$ cat config.mk
export PLATFORM = sky130hd
export DESIGN_NAME = alu_issue_seq
export DESIGN_NICKNAME = d
export VERILOG_FILES = /design/src/rtl/alu_issue_seq.sv
export SDC_FILE = /design/constraint.sdc
export NUM_CORES = 1
export LEC_CHECK = 0
export CAP_MARGIN = 15
export CORE_ASPECT_RATIO = 1.2
export CORE_MARGIN = 1
export CORE_UTILIZATION = 37
export DETAILED_ROUTE_END_ITERATION = 8
export HOLD_SLACK_MARGIN = 0.1
export PLACE_DENSITY = 0.83
export SLEW_MARGIN = 10
export SYNTH_ARGS = -nofsm -noshare
export SYNTH_HDL_FRONTEND = slang
export SYNTH_SLANG_ARGS = --single-unit
$ cat constraint.sdc
create_clock -name clk -period 2.1 [get_ports clk]
set_input_delay 0.525 -clock clk [delete_from_list [all_inputs] [get_ports clk]]
set_output_delay 0.525 -clock clk [all_outputs]
set_load 0.01 [all_outputs]
$ cat src/rtl/alu_issue_seq.sv
// rtl/alu_issue_seq.sv - ALU issue sequencer: decode one R/I instruction, drive the ALU, write the result back
module alu_issue_seq #(
    parameter int XLEN    = 32,
    parameter int ALU_LAT = 1
) (
    input  logic            clk,
    input  logic            rst_n,
    input  logic            instr_valid,
    output logic            instr_ready,
    input  logic [31:0]     instr,
    input  logic [XLEN-1:0] rs1_data,
    input  logic [XLEN-1:0] rs2_data,
    output logic [XLEN-1:0] srcA,
    output logic [XLEN-1:0] srcB,
    output logic [2:0]      ALUControl,
    input  logic [XLEN-1:0] alu_res,
    output logic            wb_valid,
    input  logic            wb_ready,
    output logic [4:0]      wb_rd,
    output logic [XLEN-1:0] wb_data,
    output logic            illegal
);

    localparam logic [6:0] OP_R = 7'b0110011;
    localparam logic [6:0] OP_I = 7'b0010011;

    localparam logic [2:0] ALU_ADD = 3'b000;
    localparam logic [2:0] ALU_SUB = 3'b001;
    localparam logic [2:0] ALU_AND = 3'b010;
    localparam logic [2:0] ALU_OR  = 3'b011;
    localparam logic [2:0] ALU_SLT = 3'b101;

    // Countdown starts at ALU_LAT; one extra cycle is spent at zero before sampling alu_res.
    localparam logic [2:0] CNT_INIT = 3'(ALU_LAT);

    typedef enum logic [2:0] {
        S_IDLE = 3'd0,
        S_EXEC = 3'd1,
        S_WAIT = 3'd2,
        S_WB   = 3'd3,
        S_ERR  = 3'd4
    } state_t;

    state_t          state_q, state_d;
    logic [2:0]      cnt_q, cnt_d;
    logic [4:0]      rd_q, rd_d;
    logic [XLEN-1:0] src_a_q, src_a_d;
    logic [XLEN-1:0] src_b_q, src_b_d;
    logic [2:0]      alu_ctrl_q, alu_ctrl_d;
    logic            wb_valid_q, wb_valid_d;
    logic [4:0]      wb_rd_q, wb_rd_d;
    logic [XLEN-1:0] wb_data_q, wb_data_d;
    logic            illegal_q, illegal_d;
    logic            instr_ready_q, instr_ready_d;

    logic            dec_legal;
    logic [2:0]      dec_ctrl;
    logic [XLEN-1:0] dec_src_b;
    logic [XLEN-1:0] imm_sext;

    // The rs1 register index is resolved upstream; its value arrives on rs1_data.
    logic            unused_rs1_idx;
    assign unused_rs1_idx = ^instr[19:15];

    assign imm_sext = {{(XLEN-12){instr[31]}}, instr[31:20]};

    // Instruction decode: legality, ALU operation and operand B source
    always_comb begin
        dec_legal = 1'b0;
        dec_ctrl  = ALU_ADD;
        dec_src_b = rs2_data;
        case (instr[6:0])
            OP_R: begin
                if (instr[31:25] == 7'b0000000) begin
                    case (instr[14:12])
                        3'b000: begin dec_legal = 1'b1; dec_ctrl = ALU_ADD; end
                        3'b111: begin dec_legal = 1'b1; dec_ctrl = ALU_AND; end
                        3'b110: begin dec_legal = 1'b1; dec_ctrl = ALU_OR;  end
                        3'b010: begin dec_legal = 1'b1; dec_ctrl = ALU_SLT; end
                        default: dec_legal = 1'b0;
                    endcase
                end else if (instr[31:25] == 7'b0100000 && instr[14:12] == 3'b000) begin
                    dec_legal = 1'b1;
                    dec_ctrl  = ALU_SUB;
                end
            end
            OP_I: begin
                dec_src_b = imm_sext;
                case (instr[14:12])
                    3'b000: begin dec_legal = 1'b1; dec_ctrl = ALU_ADD; end
                    3'b111: begin dec_legal = 1'b1; dec_ctrl = ALU_AND; end
                    3'b110: begin dec_legal = 1'b1; dec_ctrl = ALU_OR;  end
                    3'b010: begin dec_legal = 1'b1; dec_ctrl = ALU_SLT; end
                    default: dec_legal = 1'b0;
                endcase
            end
            default: dec_legal = 1'b0;
        endcase
    end

    // Sequencer next-state and next-output computation
    always_comb begin
        state_d    = state_q;
        cnt_d      = cnt_q;
        rd_d       = rd_q;
        src_a_d    = src_a_q;
        src_b_d    = src_b_q;
        alu_ctrl_d = alu_ctrl_q;
        wb_valid_d = wb_valid_q;
        wb_rd_d    = wb_rd_q;
        wb_data_d  = wb_data_q;
        illegal_d  = 1'b0;
        case (state_q)
            S_IDLE: begin
                if (instr_valid) begin
                    cnt_d = CNT_INIT;
                    if (dec_legal) begin
                        state_d    = S_EXEC;
                        src_a_d    = rs1_data;
                        src_b_d    = dec_src_b;
                        alu_ctrl_d = dec_ctrl;
                        rd_d       = instr[11:7];
                    end else begin
                        // Operands keep their old values; only the op code is parked at add.
                        state_d    = S_ERR;
                        alu_ctrl_d = ALU_ADD;
                        illegal_d  = 1'b1;
                    end
                end
            end
            S_EXEC, S_WAIT: begin
                if (cnt_q == 3'd0) begin
                    if (rd_q == 5'd0) begin
                        state_d = S_IDLE;
                    end else begin
                        state_d    = S_WB;
                        wb_valid_d = 1'b1;
                        wb_rd_d    = rd_q;
                        wb_data_d  = alu_res;
                    end
                end else begin
                    cnt_d   = cnt_q - 3'd1;
                    state_d = S_WAIT;
                end
            end
            S_WB: begin
                if (wb_ready) begin
                    wb_valid_d = 1'b0;
                    state_d    = S_IDLE;
                end
            end
            S_ERR:   state_d = S_IDLE;
            default: state_d = S_IDLE;
        endcase
        instr_ready_d = (state_d == S_IDLE);
    end

    // State and registered outputs; async reset aborts any instruction in flight
    always_ff @(posedge clk or negedge rst_n) begin
        if (!rst_n) begin
            state_q       <= S_IDLE;
            cnt_q         <= 3'd0;
            rd_q          <= 5'd0;
            src_a_q       <= '0;
            src_b_q       <= '0;
            alu_ctrl_q    <= 3'd0;
            wb_valid_q    <= 1'b0;
            wb_rd_q       <= 5'd0;
            wb_data_q     <= '0;
            illegal_q     <= 1'b0;
            instr_ready_q <= 1'b1;
        end else begin
            state_q       <= state_d;
            cnt_q         <= cnt_d;
            rd_q          <= rd_d;
            src_a_q       <= src_a_d;
            src_b_q       <= src_b_d;
            alu_ctrl_q    <= alu_ctrl_d;
            wb_valid_q    <= wb_valid_d;
            wb_rd_q       <= wb_rd_d;
            wb_data_q     <= wb_data_d;
            illegal_q     <= illegal_d;
            instr_ready_q <= instr_ready_d;
        end
    end

    assign instr_ready = instr_ready_q;
    assign srcA        = src_a_q;
    assign srcB        = src_b_q;
    assign ALUControl  = alu_ctrl_q;
    assign wb_valid    = wb_valid_q;
    assign wb_rd       = wb_rd_q;
    assign wb_data     = wb_data_q;
    assign illegal     = illegal_q;

endmodule

# --- Word level (Yosys, flattened, before mapping) ---
# Cells that the tools add are included.
op_classes:
  multipliers: 0
  muxes: 26
  shifts: 0
  n_lt_le_gt_ge: 0
  n_bitwise: 1
  n_div: 0
  n_eq_ne: 14
  reduce_logical: 16
  addsub: 1
ops:
  columns: ["cell", "n"]
  rows:
  - ["2-to-1 mux 32 bit", 1]
  - ["2-to-1 mux 3 bit", 8]
  - ["one-hot mux 3 bit (3 select lines)", 2]
  - ["equality test 7 x 6 -> 1 bit, second input constant", 2]
  - ["zero test 3 bit", 4]
  - ["one-hot mux 3 bit (2 select lines)", 2]
  - ["2-to-1 mux 1 bit", 10]
  - ["!= test 2 bit, second input constant", 5]
  - ["equality test 3 x 2 -> 1 bit, second input constant", 3]
  - ["AND reduction 3 bit", 3]
  - ["equality test 7 x 5 -> 1 bit, second input constant", 1]
  - ["zero test 7 bit", 1]
  - ["equality test 3 bit, second input constant", 2]
  - ["zero test 5 bit", 1]
  - ["one-hot mux 1 bit (2 select lines)", 2]
  - ["AND reduction 4 bit", 1]
  - ["nonzero test 2 bit", 2]
  - ["OR reduction 4 bit", 1]
  - ["equality test 3 x 1 -> 1 bit, second input constant", 1]
  - ["subtractor 3 x 1 -> 3 bit, second input constant", 1]
  - ["2-to-1 mux 2 bit", 1]
  - ["AND reduction 2 bit", 1]
  - ["OR reduction 2 bit", 1]
  - ["logical AND 1 bit", 1]
  - ["NOT 1 bit", 1]
word_totals:
  word_cells: 69
  inputBits: 132
  out_inout_bits: 107
  register_bits: 118
  n_memories: 0
  mem_bits_rw: 0
  romBits: 0
  latchBits: 0

# --- Depth between registers and ports, before layout ---
# Gate-level depths: netlist of the first run.
depth:
  word_depth: 9
  depth_mapped: 7

# --- Worst setup path after synthesis of the first run ---
# OpenSTA, ideal clock, no wires.
synth_timing:
  path_kind: "input to register"
  from: "in instr[6]"
  to: "reg src_b_q[0], in the netlist srcB[0]"
  n_path_buf: 2
  setup_ps: 125
  required_ps: 1975
  arrival_time_ps: 2145
  path_stages: 6
  slack_ps: -170
  path_cell_list: "nand4b_1 or3_1 clkbuf_1 a2111oi_4 buf_2 mux2_2"
synth_between:
  elab_chain_cells: 3
  elab_cells_between_ends: 5
  cone_classes: "eq/ne (2); mux (2); reduce/logical (1)"
synth_rtl:
  columns: ["item", "line_no", "source"]
  rows:
  - ["start, declared", "10", "input logic [31:0] instr,"]
  - ["equality test 7 x 5 -> 1 bit or equality test 7 x 6 -> 1 bit (tied branches)", "72", "case (instr[6:0])"]
  - ["one-hot mux 1 bit (2 select lines)", "72", null]
  - ["AND reduction 3 bit (no line)", null, null]
  - ["end signal, assigned", "177", "src_b_q <= src_b_d;"]
  - ["end, declared", "48", "logic [XLEN-1:0] src_b_q, src_b_d;"]
# Parallel ways exist; a longest one is shown, timed or not.
# A chain may end at the register's enable or synchronous reset.

# --- Final worst setup path of the first run ---
layout_timing:
  from: "reg state_q[1]"
  to: "reg src_b_q[2], in the netlist srcB[2]"
layout_between:
  elab_chain_cells: 2
layout_rtl:
  columns: ["item", "line_no", "source"]
  rows:
  - ["start, declared", "44", "state_t state_q, state_d;"]
  - ["start signal, assigned", "173", "state_q <= state_d;"]
  - ["zero test 3 bit", "113", "case (state_q)"]
  - ["AND reduction 3 bit (no line)", null, null]
# Every way passes these cells.

==> reports/qor.txt, run 1 <==
status -> complete, but fails checks
failing checks -> setup timing
pwr/cell area -> 682 nW/um^2
Clock Path Buffers -> 2
Lkg Pwr -> 3.99 nW
grt total ovfl -> 0
Worst Path Required -> 2380 ps
Post-Route WL -> 14400 um
xor and xnor area share after synthesis -> 0.00179
fin util -> 0.682
CTS tree -> built
residual DRC count -> 0
initial antenna violation count -> 0
M1 GR Usage -> 0.235
Antenna Nets Post-Route -> 0
non-filler cells, final -> 814
startpoint types -> flip-flop
Layout Area Growth over Synthesis -> 78.4%
worst vdd ir -> 459 uV
layout cells sized above 1 -> 0.258
Root Driver -> clkbuf_16
max-slew violation count -> 0
Avg Cell Area, Syn -> 13.7 um^2
CTS Buf Count -> 17
sequential cell area fraction in the yosys report -> 0.605
Avg WL per Cell -> 17.6 um
CP max stage delay -> 540 ps
Max-Cap Viols -> 0
WS Path Type -> flip-flop to flip-flop
PortBufs -> 233
Die Height -> 128 um
global-route wire length before repair -> 21800 um
Worst-Skew Late Latency -> 400 ps
slew at the pin with the worst max-slew slack -> 636 ps
hold crit path type -> primary input to async pin
final worst slack -> -26.7 ps
Initial Util -> 0.382
drt pass-1 iters -> 4
placed insts -> 765
final period utilization -> 1.01
fillcell total -> 873
hpwl dp -> 9470 um
# rows -> 45
largest family of logic cells by synthesized area -> multiplexers
crit-path cells -> or4b_4 -> a2111oi_4 -> buf_6 -> buf_12 -> clkbuf_16 -> mux2_4
Die W -> 107 um
Post-Synthesis Cell Area -> 4880 um^2
simple-gate area share of the yosys netlist -> 0.0377
complex-gate fraction of the synthesized area -> 0.0484
Clock Skews -> 11.3 ps
largest net degree at the start of global routing -> 119
crit-path max FO -> 7
fmax -> 0.470 GHz
mux cell area share after synthesis -> 0.264
NumNets Final -> 771
Slew headroom -> 0.576
Crit path arrival time -> 2410 ps
Clock Sinks -> 118
GRT met3 Usage -> 0.0569
Synthesized Nets -> 490
via count -> 3960
GP Congestion -> 0.767
core area -> 12800 um^2
RSZ-0062 raised after global routing -> yes
Vias/cell -> 4.86
Die ar. -> 13700 um^2
pre-CTS WS -> -747 ps
Ant. Diodes -> 0
Final Hold Fails -> 0
vias in the first global route -> 4334
Iteration-0 DRC Markers -> 117
met2 usage -> 0.374
slowest cell on the critical path -> or4b_4
Tmin final -> 2130 ps
Synth cell types -> 35
Final Setup Violations -> 25
synthesized flop and latch total -> 118
CP Capture Type -> flip-flop
IO Count -> 239
Reg clk slew, reported paths -> 60 ps
Total GRT Usage -> 0.210
H-tree Lvls -> 4
Synth Instances -> 356
adder-cell share of the synthesized area -> 0.00512
Yosys Warn Count -> 0
Most Crowded Layer GR -> met2
-- synthesized netlist by cell type --
library cell | number | area (um^2)
dfstp_2 | 1 | 26.3
nor2b_1 | 1 | 6.26
a211oi_1 | 1 | 7.51
xnor2_1 | 1 | 8.76
mux2_1 | 42 | 473
nand3b_1 | 1 | 7.51
a22o_1 | 1 | 8.76
nor3b_1 | 1 | 7.51
nand2b_1 | 1 | 6.26
or3_1 | 2 | 12.5
clkbuf_1 | 10 | 37.5
or2_2 | 1 | 6.26
o211ai_1 | 1 | 7.51
nor2_1 | 7 | 26.3
a32oi_1 | 1 | 8.76
nand3_1 | 1 | 5.00
or4b_1 | 1 | 10.0
buf_2 | 8 | 40.0
a21boi_1 | 1 | 7.51
nand4b_1 | 1 | 8.76
o21ai_0 | 2 | 10.0
a2111oi_4 | 1 | 27.5
nor4b_1 | 2 | 17.5
nor4_1 | 2 | 12.5
nor3_1 | 4 | 20.0
dfrtp_1 | 117 | 2930
a21oi_1 | 23 | 115
a2bb2oi_1 | 1 | 8.76
ha_1 | 2 | 25.0
o41ai_1 | 3 | 26.3
nand2_1 | 10 | 37.5
mux2_2 | 52 | 586
inv_1 | 29 | 109
a31o_2 | 1 | 8.76
mux2i_1 | 23 | 230
-- per-layer routing --
layer  vias to the layer above  wire length [um]
met2                       151              7770
met1                      1979              5450
met3                        24               867
met4                         0               269
met5                         -                 0
li1                       1806                 -
-- power by group --
part / leakage (nW) / internal (mW) / switching, mW
Combinational: 2.17 / 0.388 / 0.206
Sequential: 1.53 / 2.34 / 0.0348
Clock: 0.297 / 1.91 / 1.07
-- critical path, delay by kind of cell (launching register included) --
family / cells / cell delay (ps)
multiplexers: 1 / 300
buffers and inverters: 3 / 440
flip-flops: 1 / 390
AO/OA/AOI/OAI: 1 / 330
AND/OR/NAND/NOR: 1 / 540
-- through the flow --
stage	power (mW)	hold WS, ps	setup TNS (ps)	area [um^2]
2_1_floorplan	2.52	229	-6030	4900
3_3_place_gp	2.96	458	-48680	7650
3_5_place_dp	2.97	471	-49590	7650
4_1_cts	5.99	234	-466	8590
5_1_grt	6.14	248	-3430	8710
6_report	5.94	204	-376	8710
-- registers in the layout (all words and copies together), names as in the netlist, 3 cells and up --
register,flops
rd_q,5
state_q,3
srcB,32
ALUControl,3
wb_data,32
srcA,32
wb_rd,5
cnt_q,3
-- final timing paths --
kind	to	slack, ps	from	cells after the start
min	ALUControl[0]	200	rst_n	2
min reg2reg	cnt_q[0]	480	cnt_q[0]	1
max in group asynchronous	wb_data[30]	1400	rst_n	2
max reg2reg	srcB[2]	-30	state_q[1]	6
max	srcB[2]	-30	state_q[1]	6
min in group clk	cnt_q[0]	480	cnt_q[0]	1
-- repair_timing --
item	CTS	global route
resized for setup	45	18
pin swaps	5	3
hold buffers	0	0
endpoints found under the setup margin	71	70
cloned	4	4
buffers inserted	9	2
endpoints found under the hold margin	0	0
-- placed cells by master, fill, tap and decap left out, drive strengths merged, types with 4 or more instances in the layout --
cell type,count
nor3,4
nand2,10
dlygate4sd2,9
nor2,7
dfrtp,117
buf,43
mux2,94
mux2i,23
clkinv,5
a21oi,23
clkdlybuf4s50,219
clkbuf,22
inv,33
-- kinds of logic after synthesis --
| kind of cell | after synthesis |
|---|---|
| buffers and inverters | 47 |
| multiplexers | 117 |
| AND/OR/NAND/NOR | 35 |
| adder cells (fa/ha/maj) | 2 |
| XOR/XNOR | 1 |
| AO/OA/AOI/OAI | 36 |
| flip-flops | 118 |
-- final cells by class --
class,count,area [um^2],area share
sequential,118,2950,0.339
timing repair buffer,280,2930,0.337
multi-input combinational,191,1900,0.218
clock buffer,18,439,0.0504
tap,164,205,0.0236
clock inverter,14,173,0.0198
inverter,29,109,0.0125
Power figures use the tool's default switching activity.
==> run 2: changes to the inputs <==
--- a/config.mk
+++ b/config.mk
@@ -12,6 +12,8 @@
 export DETAILED_ROUTE_END_ITERATION = 8
 export HOLD_SLACK_MARGIN = 0.1
 export PLACE_DENSITY = 0.83
+export RECOVER_POWER = 25
+export SETUP_SLACK_MARGIN = 0.05
 export SLEW_MARGIN = 10
 export SYNTH_ARGS = -nofsm -noshare
 export SYNTH_HDL_FRONTEND = slang
==> reports/qor.txt, run 2 (synthesis gave the netlist of run 1 again) <==
Post-Route WL -> 14600 um
layout cells sized above 1 -> 0.268
setup_tns -> -220 ps
crit-path max FO -> 8
max-slew violation count -> 0
Final Hold Fails -> 0
metal3 WL -> 918 um
initial antenna violation count -> 1
crit-path cells -> clkdlybuf4s15_1 -> nand4b_1 -> or3_4 -> a2111oi_4 -> buf_6 -> buf_12 -> buf_12 -> buf_16 -> mux2_4
Top delay family on crit path -> buffers and inverters
H-tree Lvls -> 4
hold slack -> 488 ps
Vias/cell -> 4.77
WS Path Type -> primary input to flip-flop
final worst slack -> -18.8 ps
Iteration-0 DRC Markers -> 123
Avg WL per Cell -> 17.8 um
Worst-Skew Late Latency -> 400 ps
status -> complete, but fails checks
residual DRC count -> 0
NumNets Final -> 778
hpwl dp -> 10100 um
Routed met1 length -> 5490 um
fillcell total -> 926
slowest cell on the critical path -> or3_4
Worst Path Required -> 2390 ps
CP max stage delay -> 390 ps
pre-CTS WS -> -772 ps
Tmin final -> 2120 ps
GP Congestion -> 0.821
Total GRT Usage -> 0.211
routed wl met2 -> 7800 um
RSZ-0062 raised after global routing -> yes
pwr/cell area -> 649 nW/um^2
most frequent cells in the layout -> 219 x clkdlybuf4s50_1, 117 x dfrtp_1, 41 x mux2_2
Die W -> 107 um
worst vdd ir -> 493 uV
vias in the first global route -> 4432
Root Driver -> clkbuf_16
commonest non-fill, non-tap cell in the layout -> clkdlybuf4s50_1
Lkg Pwr -> 4.00 nW
startpoint types -> primary input
Die ar. -> 13700 um^2
Layout Area Growth over Synthesis -> 79.1%
fmax -> 0.472 GHz
CTS Buf Count -> 17
drt pass-1 iters -> 4
Final Power -> 5.68 mW
Reg clk slew, reported paths -> 50 ps
# rows -> 45
multi-input logic area -> 1970 um^2
Initial Util -> 0.382
Non-Filler Cell Area, Final -> 8750 um^2
Clock Path Buffers -> 2
IO Count -> 239
core area -> 12800 um^2
grt total ovfl -> 0
CP Capture Type -> flip-flop
slew at the pin with the worst max-slew slack -> 605 ps
Antenna Nets Post-Route -> 0
Clock Sinks -> 118
Crit path top cell by count -> buf_12
Slew headroom -> 0.597
via count -> 3922
global-route wire length before repair -> 22000 um
Top Layer Used -> met4
CTS tree -> built
Clock Skews -> 6.98 ps
hold crit path type -> flip-flop to flip-flop
Crit path arrival time -> 2400 ps
Die Height -> 128 um
PortBufs -> 233
Final Setup Violations -> 16
largest net degree at the start of global routing -> 39
failing checks -> setup timing
number of buffers and inverters on the critical path -> 5
Max-Cap Viols -> 0
register area -> 2950 um^2
final period utilization -> 1.01
area post-placement -> 7650 um^2
run 2: cell count changes in the layout (fill, tap and decap cells not counted), moves of 3 or more:
cell | before | now
clkbuf_8 | 1 | 4
buf_6 | 3 | 6
mux2_4 | 30 | 35
mux2_2 | 46 | 41
clkinv_2 | 3 | 6
buf_4 | 29 | 32
inv_6 | 4 | 0
run 2: area by class of cell:
type                            count  share of cell area
Sequential cell                   118               0.338
Clock inverter                      9             0.00858
Timing Repair Buffer              287               0.336
Tap cell                          164              0.0235
Multi-Input combinational cell    191               0.226
Inverter                           29              0.0124
Antenna cell                        1            0.000286
Clock buffer                       23              0.0558
run 2: final timing paths:
check                      startpoint      end  slack (ps)  depth (start not counted)
setup / recovery             instr[6]  srcA[1]         -20                          9
hold / removal                srcB[8]  srcB[8]         490                          1
setup reg to reg           state_q[2]  srcA[1]          10                          7
hold reg to reg               srcB[8]  srcB[8]         490                          1
max in group asynchronous       rst_n  srcB[6]         420                          3
min in group asynchronous       rst_n  srcA[7]         670                          2
run 2: layer usage:
layer	up-vias	global-route usage
met5	-	0
met1	1919	0.233
met3	26	0.0651
met4	0	0.0935
li1	1813	-
met2	164	0.373
run 2: timing repair:
| item | in CTS | in global routing |
|---|---|---|
| resized for setup | 42 | 36 |
| gates cloned | 3 | 4 |
| pin swaps | 6 | 8 |
| hold buffers | 1 | 0 |
| buffers inserted | 7 | 9 |
| setup endpoints to repair | 105 | 107 |
| endpoints found under the hold margin | 20 | 0 |
run 2: report_power, final:
part / internal, mW / switching [mW] / leakage, nW / total, mW
logic: 0.381 / 0.207 / 2.20 / 0.588
registers: 2.34 / 0.0344 / 1.53 / 2.37
clock network: 1.74 / 0.983 / 0.279 / 2.72
total: 4.46 / 1.22 / 4.00 / 5.68
run 2: stage by stage:
| stage | std cells | utilization |
|---|---|---|
| 3_5_place_dp | 767 | 0.598 |
| 5_1_grt | 822 | 0.684 |
| 4_1_cts | 810 | 0.665 |
| 6_report | 822 | 0.684 |
| 2_1_floorplan | 356 | - |
| 3_3_place_gp | 767 | 0.598 |
